[config.mk]
export PLATFORM = sky130hd
export DESIGN_NAME = mram_serial_host
export DESIGN_NICKNAME = d
export VERILOG_FILES = /design/src/rtl/mram_serial_host.sv
export SDC_FILE = /design/constraint.sdc
export NUM_CORES = 1
export LEC_CHECK = 0
export ABC_AREA = 1
export BUFFER_PORTS_ARGS = -buffer_cell sky130_fd_sc_hd__buf_2
export CAP_MARGIN = 5
export CORE_MARGIN = 5
export CORE_UTILIZATION = 56
export CTS_CLUSTER_SIZE = 14
export DETAILED_ROUTE_END_ITERATION = 8
export PLACE_DENSITY_LB_ADDON = 0.15
export SLEW_MARGIN = 15
export SYNTH_ARGS = -nofsm -noshare
export SYNTH_HDL_FRONTEND = slang
export SYNTH_SLANG_ARGS = --single-unit
[constraint.sdc]
create_clock -name i_clk -period 1.5 [get_ports i_clk]
set_input_delay 0.075 -clock i_clk [delete_from_list [all_inputs] [get_ports i_clk]]
set_output_delay 0.075 -clock i_clk [all_outputs]
set_load 0.01 [all_outputs]
[src/rtl/mram_serial_host.sv]
// Serial initiator for the MRAM controller: shifts address/data out MSB-first,
// holds the read/write select through a fixed latency, then captures serial readback.
module mram_serial_host #(
  parameter int ADDR_W = 20,
  parameter int DATA_W = 16,
  parameter int WR_LAT = 4,
  parameter int RD_LAT = 4
) (
  input  logic              i_clk,
  input  logic              i_rst,
  input  logic              i_req,
  output logic              o_ready,
  input  logic              i_wr,
  input  logic [1:0]        i_word_sel,
  input  logic [ADDR_W-1:0] i_addr,
  input  logic [DATA_W-1:0] i_wdata,
  output logic              o_ser_addr,
  output logic              o_ser_data,
  output logic [2:0]        o_rw_sel,
  input  logic              i_ser_rx,
  output logic [DATA_W-1:0] o_rdata,
  output logic              o_done
);

  // state   | meaning
  // IDLE    | ready, waiting for req
  // SHIFT   | ADDR_W cycles of address/data on the serial lines
  // WAIT    | fixed controller latency (WR_LAT or RD_LAT)
  // CAPTURE | DATA_W cycles sampling ser_rx MSB-first
  // DONE    | one-cycle completion pulse
  typedef enum logic [2:0] {S_IDLE, S_SHIFT, S_WAIT, S_CAPTURE, S_DONE} state_t;

  localparam int M_AD    = (ADDR_W > DATA_W) ? ADDR_W : DATA_W;
  localparam int M_LAT   = (WR_LAT > RD_LAT) ? WR_LAT : RD_LAT;
  localparam int CNT_MAX = (M_AD > M_LAT) ? M_AD : M_LAT;
  localparam int CNT_W   = $clog2(CNT_MAX + 1);

  localparam logic [CNT_W-1:0] C_SHIFT = CNT_W'(ADDR_W - 1);
  localparam logic [CNT_W-1:0] C_WR    = CNT_W'(WR_LAT - 1);
  localparam logic [CNT_W-1:0] C_RD    = CNT_W'(RD_LAT - 1);
  localparam logic [CNT_W-1:0] C_CAP   = CNT_W'(DATA_W - 1);

  state_t              r_state;
  state_t              w_next;
  logic [CNT_W-1:0]    r_cnt;
  logic                w_tc;
  logic                r_wr;
  logic [1:0]          r_word_sel;
  logic [ADDR_W-1:0]   r_addr_sh;
  logic [ADDR_W-1:0]   r_data_sh;
  logic [DATA_W-1:0]   r_cap;
  logic [DATA_W-1:0]   r_rdata;

  assign w_tc = (r_cnt == '0);

  always_ff @(posedge i_clk) begin
    if (i_rst) r_state <= S_IDLE;
    else       r_state <= w_next;
  end

  always_comb begin
    w_next = r_state;
    case (r_state)
      S_IDLE:    if (i_req) w_next = S_SHIFT;
      S_SHIFT:   if (w_tc) w_next = S_WAIT;
      S_WAIT:    if (w_tc) w_next = r_wr ? S_DONE : S_CAPTURE;
      S_CAPTURE: if (w_tc) w_next = S_DONE;
      S_DONE:    w_next = S_IDLE;
      default:   w_next = S_IDLE;
    endcase
  end

  // Write data is zero-extended so its last bit leaves together with address bit 0.
  always_ff @(posedge i_clk) begin
    if (i_rst) begin
      r_cnt      <= '0;
      r_wr       <= 1'b0;
      r_word_sel <= 2'b00;
      r_addr_sh  <= '0;
      r_data_sh  <= '0;
      r_cap      <= '0;
      r_rdata    <= '0;
    end else begin
      case (r_state)
        S_IDLE: begin
          if (i_req) begin
            r_cnt      <= C_SHIFT;
            r_wr       <= i_wr;
            r_word_sel <= i_word_sel;
            r_addr_sh  <= i_addr;
            r_data_sh  <= ADDR_W'(i_wdata);
          end
        end
        S_SHIFT: begin
          r_addr_sh <= {r_addr_sh[ADDR_W-2:0], 1'b0};
          r_data_sh <= {r_data_sh[ADDR_W-2:0], 1'b0};
          if (w_tc) r_cnt <= r_wr ? C_WR : C_RD;
          else      r_cnt <= r_cnt - 1'b1;
        end
        S_WAIT: begin
          if (w_tc) r_cnt <= C_CAP;
          else      r_cnt <= r_cnt - 1'b1;
        end
        S_CAPTURE: begin
          r_cap <= {r_cap[DATA_W-2:0], i_ser_rx};
          if (!w_tc) r_cnt <= r_cnt - 1'b1;
        end
        S_DONE: begin
          if (!r_wr) r_rdata <= r_cap;
        end
        default: r_cnt <= '0;
      endcase
    end
  end

  always_comb begin
    o_ready    = (r_state == S_IDLE);
    o_done     = (r_state == S_DONE);
    o_rw_sel   = (r_state == S_IDLE) ? 3'b000 : {r_word_sel, r_wr};
    o_ser_addr = (r_state == S_SHIFT) & r_addr_sh[ADDR_W-1];
    o_ser_data = (r_state == S_SHIFT) & r_data_sh[ADDR_W-1];
    // The captured word is visible already in the DONE cycle, before r_rdata loads.
    o_rdata    = (r_state == S_DONE && !r_wr) ? r_cap : r_rdata;
  end

endmodule
; ---- Word level (Yosys, flattened, before mapping)
; Index checks and enable logic that the tools add are counted.
[op_classes]
n_addsub = 1
mul = 0
div_mod_pow = 0
n_lt_le_gt_ge = 0
n_eq_ne = 9
shifts = 0
n_mux = 17
bitwise_logic = 4
reduce_logical = 10
[op_table]
columns = operator, n
row1 = 20-bit one-hot mux with 2 select lines, 2
row2 = 20-bit 2-to-1 mux, 2
row3 = 5-bit one-hot mux with 5 select lines, 1
row4 = 5-bit 2-to-1 mux, 4
row5 = 3-bit 2-to-1 mux, 6
row6 = 16-bit 2-to-1 mux, 1
row7 = 3-bit one-hot mux with 4 select lines, 1
row8 = "2-bit inequality test, second input constant", 5
row9 = "3-bit by 2-bit == test with 1-bit output, second input constant", 2
row10 = 2-bit AND reduction, 3
row11 = 5-bit zero test, 1
row12 = "5-bit by 1-bit subtractor with 5-bit output, second input constant", 1
row13 = 4-bit AND reduction, 1
row14 = "3-bit by 1-bit == test with 1-bit output, second input constant", 1
row15 = "3-bit == test, second input constant", 1
row16 = 3-bit zero test, 1
row17 = 3-bit AND reduction, 1
row18 = 1-bit bitwise AND, 2
row19 = 1-bit NOT, 2
row20 = 2-bit nonzero test, 1
row21 = 1-bit logical AND, 1
row22 = 1-bit zero test, 1
[word_totals]
reg_bits = 83
latchBits = 0
ramBits = 0
romBits = 0
word_cells = 49
mem_count = 0

; ---- Longest topological paths before layout
; Gate-level depths: netlist (run 1).
[logic_depth]
ltp_word = 3
mapped_depth = 9

; ---- Least setup slack after synthesis (run 1)
; No wires, ideal clock.
[synth_path]
kind = register -> register
start = reg r_cnt[0]
end = reg r_cnt[2]
t_arrival_ps = 1245
setup_slack_ps = 185
stages_incl_launch_ff = 8
n_path_buf = 0
cell_sequence = dfxtp_1 -> inv_1 -> ha_1 -> nand3_1 -> o21a_1 -> nand2_1 -> nand2_1 -> a21oi_1
[synth_via]
elab_chain_len = 3
[synth_lines]
columns = item, line
row1 = start: declaration, 45  ; logic [CNT_W-1:0] r_cnt;
row2 = start signal: assignment, 97  ; if (w_tc) r_cnt <= r_wr ? C_WR : C_RD;
row3 = start signal: assignment, 98  ; else r_cnt <= r_cnt - 1'b1;
row4 = start signal: assignment, 102  ; else r_cnt <= r_cnt - 1'b1;
row5 = 5-bit by 1-bit subtractor with 5-bit output / 5-bit zero test (equally long branches), -
row6 = 5-bit 2-to-1 mux (tied with other cells), 106  ; if (!w_tc) r_cnt <= r_cnt - 1'b1;
row7 = 5-bit one-hot mux with 5 select lines / 3-bit AND reduction (equally long branches), -
; Parallel ways exist; a longest one is shown, timed or not. The select of a mux whose other input is x is not followed.
; A chain may end at the register's enable or synchronous reset.

; ---- Worst setup path after layout (run 1)
[layout_path]
start = reg r_state[0]
end = out o_rdata[5]
[layout_via]
elab_chain_len = 3
[layout_lines]
columns = item, line
row1 = start: declaration, 43  ; state_t r_state;
row2 = start signal: assignment, 58  ; else r_state <= w_next;
row3 = 3-bit == test, 123  ; o_rdata = (r_state == S_DONE && !r_wr) ? r_cap : r_rdata;
row4 = 1-bit logical AND, 123
row5 = 16-bit 2-to-1 mux, 123
row6 = end: declaration, 21  ; output logic [DATA_W-1:0] o_rdata,
; No other way between the ends.

==> flow_summary.ini, run 1 <==
[cells_and_area]
area_growth_syn_to_layout_pct = 30.7
multi_input_area_sq_mm = 0.00177
nets = 619
stdcell_count = 657
drive_gt1_share_pct = 33.8
regArea_sq_mm = 0.00166
final_area_sq_mm = 0.00492
antenna_cells = 0
nFillCells = 461

[critical_path]
cp-start-kind = flop
r2r_cells = 8
crit_top_cell = nor2_4
crit_buf_inv = 3
cp_num_cells = 8
crit_slowest_cell = dfxtp_2
cpLargestDelayFamily = simple AND/OR/NAND/NOR gates
critical_path_class = reg2out
cp.required_ns = 1.42
worst-path-max-fanout = 7
path_cells = nor2_4 > nand2_2 > nor2_4 > clkbuf_16 > or2_2 > inv_2 > a21oi_2 > buf_2
slowest_delay_ns = 0.34
arrival_ns = 1.73
end_kind = output pin

[die]
start_util_pct = 58.3
io_pins = 66
die_area_sq_mm = 0.00846
core_area_sq_mm = 0.00646
rows = 29
die_h_um = 92.0
die_w_um = 92.0

[status]
violations = setup timing
status = finished, violations left

[synth]
synthesis.nets = 521
synth.distinct_cells = 30
synth-simple-area-share_pct = 15.8
synthTopCellsByArea = dfxtp_1 44%, a211oi_2 10%, inv_1 7.9%, o21ai_0 6.9%, a21oi_1 6.5%
yosysTopAreaCellShare_pct = 44.1
synth-compound-area-share_pct = 27.8
ys_ff_latch = 83
avgSynthCellArea_sq_um = 7.89
yosys_warnings = 0
synth_top_family_by_area = compound AO/OA/AOI/OAI gates
synth_area_sq_mm = 0.00376
synthMuxAreaShare_pct = 0
synthCells = 477
yosys.area_share.adder_pct = 0.332
synthXorXnorAreaFrac_pct = 0
synth_top_area_cell = dfxtp_1
ys_seq_area_share_pct = 44.1

[placed_design]
place_hpwl_um = 5140
port_buffers = 65
gp_congestion = 0.910
dp.cells = 605
place_ws_ns = -0.0113
placed_area_sq_mm = 0.00418

[timing]
rsz0062_at_grt = yes
min_period_over_period_pct = 120
clock-skew-final_ns = 0.0101
hold_viol = 0
drv_slew = 0
max_freq_ghz = 0.555
slew_headroom_pct = 75.3
min_period_ns = 1.80
fin_tns_setup_ns = -4.13
setup_ws_ns = -0.301
tightest_slew_ns = 0.370
setup_viol = 16

[routing]
vias = 3483
routedWlPerCell_um = 13.9
route.met2.wl_um = 4550
top_layer_used = met4
wirelength_um = 9170
wl_met1_um = 4090
ant_nets = 0
routed-wl-met3_um = 408
drcViolationCount = 0
drtIter0Drc = 168
viasPerCell = 5.30
firstDrtPassIters = 6

[global_routing]
grtUsageTotal_pct = 20.8
grt_pass1_wl_um = 14600
grt_pass1_vias = 3291
antenna_found_initial = 0
overflow = 0
grt_start_max_net_pins = 46

[cts]
cts-root-buf = clkbuf_8
h-tree-depth = 3
path_clk_slew_ns = 0.08
numCtsBuffers = 9
clockBufferDepth = 2
clkLatencyLatePin_ns = 0.35
cts_tree = built
numClockSinks = 83

[worst_hold_path]
holdCritPathClass = in2reg
whs_path_depth = 3

[flow_run]
drv_cap = 0

[pwr]
worst_ir_drop_vdd_v = 0.000942
power_leakage_nw = 2.06
power_density_mw_per_mm2 = 1720
==> layout by cell type (no fill, tap or decap), types with 3 or more instances in the layout <==
cell           count
buf_4             18
a211oi_2          30
nor2_1            38
nand2_1           56
or2_2              7
a21oi_2           13
dfxtp_1           81
nand2_2            3
nand3_1            5
o21ai_1            3
or2_4              7
buf_2             65
inv_1             66
a21oi_1           36
nor2_4             3
a31oi_1            6
dlygate4sd3_1     24
inv_2             15
o21ai_0           49
clkbuf_8           9
a211oi_1          15
==> final cells by class <==
| cell class | count | share of cell area (%) |
|---|---|---|
| clock inverters | 7 | 1.55 |
| multi-input cells | 284 | 36.0 |
| inverters | 82 | 6.31 |
| flip-flops and latches | 83 | 33.8 |
| clock buffers | 9 | 2.52 |
| repair buffers | 115 | 17.8 |
| well taps | 77 | 1.96 |
==> worst min-delay path, delay by kind of cell <==
| family | cells | cell delay [ns] |
|---|---|---|
| AOI/OAI and AO/OA | 1 | 0.12 |
| buffers and inverters | 1 | 0.07 |
| and+or+nand+nor | 1 | 0.04 |
==> path summary, 6_finish.rpt <==
check / slack [ns] / end / startpoint
setup / recovery: -0.30 / o_rdata[5] / r_state[0]$_SDFFE_PP0P_
setup reg to reg: 0.04 / r_rdata[3]$_SDFFE_PP0P_ / r_state[0]$_SDFFE_PP0P_
hold / removal: 0.01 / r_addr_sh[19]$_SDFFE_PP0P_ / i_addr[19]
hold reg to reg: 0.46 / r_word_sel[0]$_SDFFE_PP0P_ / r_word_sel[0]$_SDFFE_PP0P_
==> synth_stat cells (all sizes together) <==
cell type and number:
nor2 43, nand3 7, a211oi 45, nand2 60, o21a 1, or2 17
nor4 1, ha 1, dfxtp 83, buf 16, o21ai 53, nand4 1
clkbuf 12, inv 82, a21oi 49, a31oi 6
==> per-layer routing <==
layer  global-route usage [%]  vias up
met1                     26.2     1632
met5                        0        -
li1                         -     1749
met2                     35.6       90
met4                     8.17        0
met3                     3.44       12
==> report_power, final <==
group / switching [W] / total [W] / leakage (nW) / internal, W
clock: 0.000830 / 0.00161 / 0.0958 / 0.000777
combinational: 0.00223 / 0.00374 / 1.29 / 0.00150
sequential: 0.000294 / 0.00310 / 0.680 / 0.00281
==> kinds of logic after synthesis <==
logic type | count (synthesis)
buffers and inverters | 110
DFF | 83
AOI/OAI and AO/OA | 154
adders and majority gates | 1
and+or+nand+nor | 129
==> repair_timing <==
item | 4_1_cts | 5_1_grt
hold buffers | 24 | 0
setup buffers | 1 | 8
cloned | 2 | 2
pin swaps | 2 | 7
resized for setup | 9 | 45
endpoints found under the hold margin | 24 | 0
endpoints found under the setup margin | 24 | 35
==> flip-flops by register name, summed over array words and instances, names as in the netlist <==
name	flops
r_state	3
r_cap	16
r_rdata	16
r_wr	1
r_cnt	5
r_word_sel	2
r_data_sh	20
r_addr_sh	20
==> per-stage QoR <==
step | utilization (%) | hold slack (ns) | total power (W)
final | 76.1 | 0.0104 | 0.00844
after global routing | 76.1 | 0.0124 | 0.00904
after CTS | 73.1 | 0.00128 | 0.00817
after detailed placement | 64.6 | 0.348 | 0.00628
after global placement | 64.6 | 0.340 | 0.00619
after floorplan | - | 0.222 | 0.00560
No activity file was read; power rests on OpenSTA's default activity.
==> run 2: changes to the inputs <==
Settings changed: SKIP_CTS_REPAIR_TIMING from default to 1.
Clock period 1.5 ns to 2.06 ns, I/O delays scaled along.
==> run 2 against run 1 <==
Against the previous run: combinational power shrank 40%; setup slack better by 0.48 ns; the flow now finishes without violations; power down 33%; die area unchanged.
==> flow_summary.ini, run 2 (same netlist as run 1, synthesis figures left out) <==
[die]
die_w_um = 92.0
core_area_sq_mm = 0.00646
die_area_sq_mm = 0.00846
io_pins = 66
start_util_pct = 58.3
rows = 29
die_h_um = 92.0

[cells_and_area]
fin_util_pct = 67.4
top_regs = r_addr_sh: 20 flops, r_data_sh: 20 flops
nFillCells = 577
nets = 578
stdcell_count = 615
layout_common_cells = 83 x dfxtp_1, 79 x inv_1, 65 x buf_2
antenna_cells = 0
final_common_cell = dfxtp_1
area_growth_syn_to_layout_pct = 15.7
drive_gt1_share_pct = 26.8
final_area_sq_mm = 0.00435

[worst_hold_path]
worstHoldStart = i_addr[0]
holdCritPathClass = in2reg

[status]
status = finished, final reports clean

[timing]
slew_headroom_pct = 63.4
clock-skew-final_ns = 0.00605
fin_tns_setup_ns = 0
setup_viol = 0
max_freq_ghz = 0.531
min_period_ns = 1.88
setup_ws_ns = 0.176
tightest_slew_ns = 0.549
rsz0062_at_grt = no
hold_viol = 0
min_period_over_period_pct = 91.5
drv_slew = 0

[global_routing]
overflow = 0
grtUsageTotal_pct = 19.0
grt_pass1_vias = 2962
grt_start_max_net_pins = 49
grt_pass1_wl_um = 13300
antenna_found_initial = 0

[critical_path]
timing.rr.end = r_data_sh[7]$_SDFFE_PP0P_
crit_buf_inv = 3
crit_top_cell = nor2_4
crit_slowest_cell = dfxtp_1
cp.required_ns = 1.96
cp-start-kind = flop
critical_path_class = reg2out
arrival_ns = 1.78
critical_path.endpoint = o_rdata[13]
worst-path-max-fanout = 24
r2r_slack_ns = 0.39
cpLargestDelayFamily = simple AND/OR/NAND/NOR gates
cp-startpoint = r_state[0]$_SDFFE_PP0P_
path_cells = nor2_4 > nand2_2 > nor2_4 > buf_12 > or2_2 > inv_1 > a21oi_1 > buf_2
r2r_cells = 7
slowest_delay_ns = 0.39
timing.rr.start = r_state[0]$_SDFFE_PP0P_
end_kind = output pin
cp_num_cells = 8

[routing]
routedWlPerCell_um = 12.8
wirelength_um = 7880
vias = 3163
viasPerCell = 5.14
firstDrtPassIters = 5
drtIter0Drc = 172
drcViolationCount = 0
ant_nets = 0

[pwr]
worst_ir_drop_vdd_v = 0.000660
power_frac_seq_pct = 39.8
power_frac_clock_pct = 20.6
internal-power_w = 0.00347
pwr-share-comb_pct = 39.6
p_sw_w = 0.00221
swShare_pct = 38.9
power_leakage_nw = 1.86
power_density_mw_per_mm2 = 1300

[placed_design]
gp_congestion = 0.846
place_ws_ns = 0.405
place_hpwl_um = 5180
port_buffers = 65
dp.cells = 598
placed_area_sq_mm = 0.00412

[cts]
path_clk_slew_ns = 0.08
numClockSinks = 83
clkLatencyLatePin_ns = 0.34
h-tree-depth = 3
clockBufferDepth = 2
numCtsBuffers = 9
cts_tree = built
cts-root-buf = clkbuf_8

[flow_run]
drv_cap = 0
[run 2: changes by cell type in the layout (fill, tap and decap cells not counted), moves of 7 or more]
cell           previous run  this run
inv_1                    66        79
inv_2                    15         3
buf_4                    18         6
or2_2                     7        14
a21oi_1                  36        49
or2_4                     7         0
dlygate4sd3_1            24         0
a21oi_2                  13         0
[run 2: power by group through the flow]
stage	logic [W]	registers, W	clock network, W
final	0.00225	0.00226	0.00117
after global routing	0.00256	0.00231	0.00127
after CTS	0.00223	0.00226	0.00119
after detailed placement	0.00222	0.00229	0
after global placement	0.00216	0.00227	0
after floorplan	0.00184	0.00223	0
[run 2: layout make-up]
class	instances	area, sq um	share of cell area, %
Timing Repair Buffer	74	435	10.0
Clock buffer	13	159	3.65
Clock inverter	2	35.0	0.805
Inverter	82	308	7.07
Tap cell	77	96.3	2.21
Sequential cell	83	1660	38.2
Multi-Input combinational cell	284	1660	38.1
[run 2: stage by stage]
step / power [W] / hold slack (ns)
finish: 0.00568 / 0.0232
global placement: 0.00443 / 0.365
global route: 0.00615 / 0.0183
floorplan: 0.00407 / 0.250
CTS: 0.00568 / 0.00878
detailed placement: 0.00451 / 0.371
[run 2: per-layer routing]
metal	up-vias	global-route usage (%)	share of wire, %
met2	59	31.1	47
li1	1664	-	-
met1	1434	24.6	48
met5	-	0	0
met4	0	7.18	0.70
met3	6	4.09	4.0
[run 2: worst min-delay path by stage]
| stage | endpoint | slack [ns] | cells after the start |
|---|---|---|---|
| finish | r_addr_sh[0]$_SDFFE_PP0P_ | 0.02 | 3 |
| global route | r_data_sh[0]$_SDFFE_PP0P_ | 0.02 | 3 |
| CTS | r_addr_sh[0]$_SDFFE_PP0P_ | 0.009 | 3 |
| detailed placement | r_addr_sh[0]$_SDFFE_PP0P_ | 0.37 | 3 |
| global placement | r_addr_sh[0]$_SDFFE_PP0P_ | 0.37 | 3 |
| floorplan | r_addr_sh[0]$_SDFFE_PP0P_ | 0.25 | 2 |
[run 2: worst min-delay path: stages]
cell	delay [ns]
buf_2	0.10
nand2_1	0.05
a21oi_1	0.06
==> run 3: changes to the inputs <==
Clock period 2.06 ns to 1.87 ns, I/O delays scaled along.
==> run 3 against run 2 <==
Against the previous run: sequential cell count did not move; combinational power rose by 16%; non-clock buffer count is 12 higher; clock skew up 0.0040 ns; setup slack got worse by 0.15 ns; via count increased by 3.7%; first-iteration DRC count grew 8.7%; die area unchanged; hold slack got worse by 0.013 ns; sequential share of layout area fell by 1.5 points; largest power group is now combinational cells.
==> flow_summary.ini, run 3 (same netlist as run 1, synthesis figures left out) <==
[cts]
numClockSinks = 83
path_clk_slew_ns = 0.09
clockBufferDepth = 2
h-tree-depth = 3
numCtsBuffers = 9
clkLatencyLatePin_ns = 0.35
cts-root-buf = clkbuf_8
cts_tree = built

[die]
die_h_um = 92.0
die_w_um = 92.0
start_util_pct = 58.3
io_pins = 66
die_area_sq_mm = 0.00846
core_area_sq_mm = 0.00646
rows = 29

[cells_and_area]
regArea_sq_mm = 0.00167
nFillCells = 540
drive_gt1_share_pct = 33.0
nets = 590
multi_input_area_sq_mm = 0.00172
area_growth_syn_to_layout_pct = 20.8
layout_common_cells = 80 x dfxtp_1, 70 x inv_1, 65 x buf_2
final_area_sq_mm = 0.00455
stdcell_count = 628
top_regs = r_addr_sh: 20 flops, r_data_sh: 20 flops
antenna_cells = 0
final_common_cell = dfxtp_1

[timing]
min_period_ns = 1.84
clock-skew-final_ns = 0.0101
slew_headroom_pct = 75.1
min_period_over_period_pct = 98.6
hold_viol = 0
setup_ws_ns = 0.0258
tightest_slew_ns = 0.374
rsz0062_at_grt = yes
drv_slew = 0
setup_viol = 0
max_freq_ghz = 0.542

[global_routing]
antenna_found_initial = 0
grt-busiest-layer = met2
met2_usage_pct = 31.4
grt_pass1_vias = 2945
grt_start_max_net_pins = 49
grtUsageMet1_pct = 23.1
grt_pass1_wl_um = 13100
gr-usage-met3_pct = 5.24
grtUsageTotal_pct = 18.8
overflow = 0

[routing]
vias = 3280
drcViolationCount = 0
firstDrtPassIters = 4
routedWlPerCell_um = 13.1
wirelength_um = 8200
drtIter0Drc = 187
viasPerCell = 5.22
ant_nets = 0

[pwr]
worst_ir_drop_vdd_v = 0.000862
power_leakage_nw = 1.92
finalPower_w = 0.00641
power_density_mw_per_mm2 = 1410

[placed_design]
place_ws_ns = 0.301
port_buffers = 65
dp.cells = 601
gp_congestion = 0.818
place_hpwl_um = 5220
placed_area_sq_mm = 0.00415

[critical_path]
path_cells = nor2_4 > nand2_4 > nor2_4 > clkbuf_16 > or2_1 > inv_2 > a21oi_2 > buf_2
crit_slowest_cell = dfxtp_4
worst-path-max-fanout = 8
end_kind = output pin
arrival_ns = 1.75
cp-start-kind = flop
cp.required_ns = 1.78
slowest_delay_ns = 0.37
critical_path_class = reg2out
crit_top_cell = nor2_4

[worst_hold_path]
holdCritPathClass = in2reg

[flow_run]
drv_cap = 0

[status]
status = finished, final reports clean
[run 3: cell types whose count changed in the layout (fill, tap and decap cells not counted), sizes merged]
cell         previous run  this run
buf                    73        81
clkbuf                 14        12
clkinv                  1         4
clkinvlp                0         1
dlygate4sd3             0         3
[run 3: layout make-up]
type	count	share of cell area (%)
Clock buffer	10	3.03
Inverter	82	6.77
Multi-Input combinational cell	284	37.9
Tap cell	77	2.12
Clock inverter	6	1.43
Timing Repair Buffer	86	12.1
Sequential cell	83	36.7
[run 3: routing by layer]
layer,vias to the layer above,part of all wire [%]
li1,1691,-
met1,1507,45
met2,73,49
met3,9,5.0
met4,0,1.2
met5,-,0
[run 3: critical path, delay by kind of cell, from the launching register on]
family	cells	cell delay [ns]
DFF	1	0.37
and+or+nand+nor	4	0.57
AOI/OAI and AO/OA	1	0.09
buffers and inverters	3	0.38
[run 3: final timing paths]
| check | startpoint | endpoint | slack, ns | cells past startpoint |
|---|---|---|---|---|
| worst max register to register | r_cnt[0]$_SDFFE_PP0P_ | r_state[0]$_SDFFE_PP0P_ | 0.26 | 7 |
| worst max-delay path | r_state[0]$_SDFFE_PP0P_ | o_rdata[15] | 0.03 | 8 |
| worst min-delay path | i_wdata[13] | r_data_sh[13]$_SDFFE_PP0P_ | 0.01 | 3 |
| worst min register to register | r_word_sel[0]$_SDFFE_PP0P_ | r_word_sel[0]$_SDFFE_PP0P_ | 0.46 | 2 |
[run 3: report_power, final]
part / internal (W) / switching [W]
clock network: 0.000653 / 0.000652
logic: 0.000974 / 0.00163
registers: 0.00225 / 0.000247
total: 0.00388 / 0.00253
[run 3: metrics by stage]
step                hold slack (ns)  setup TNS, ns  util [%]
floorplan                     0.241              0         -
global placement              0.358              0      64.2
detailed placement            0.358              0      64.2
CTS                         -0.0206         -0.997      67.3
global route               0.000460         -0.605      70.4
finish                       0.0105              0      70.4
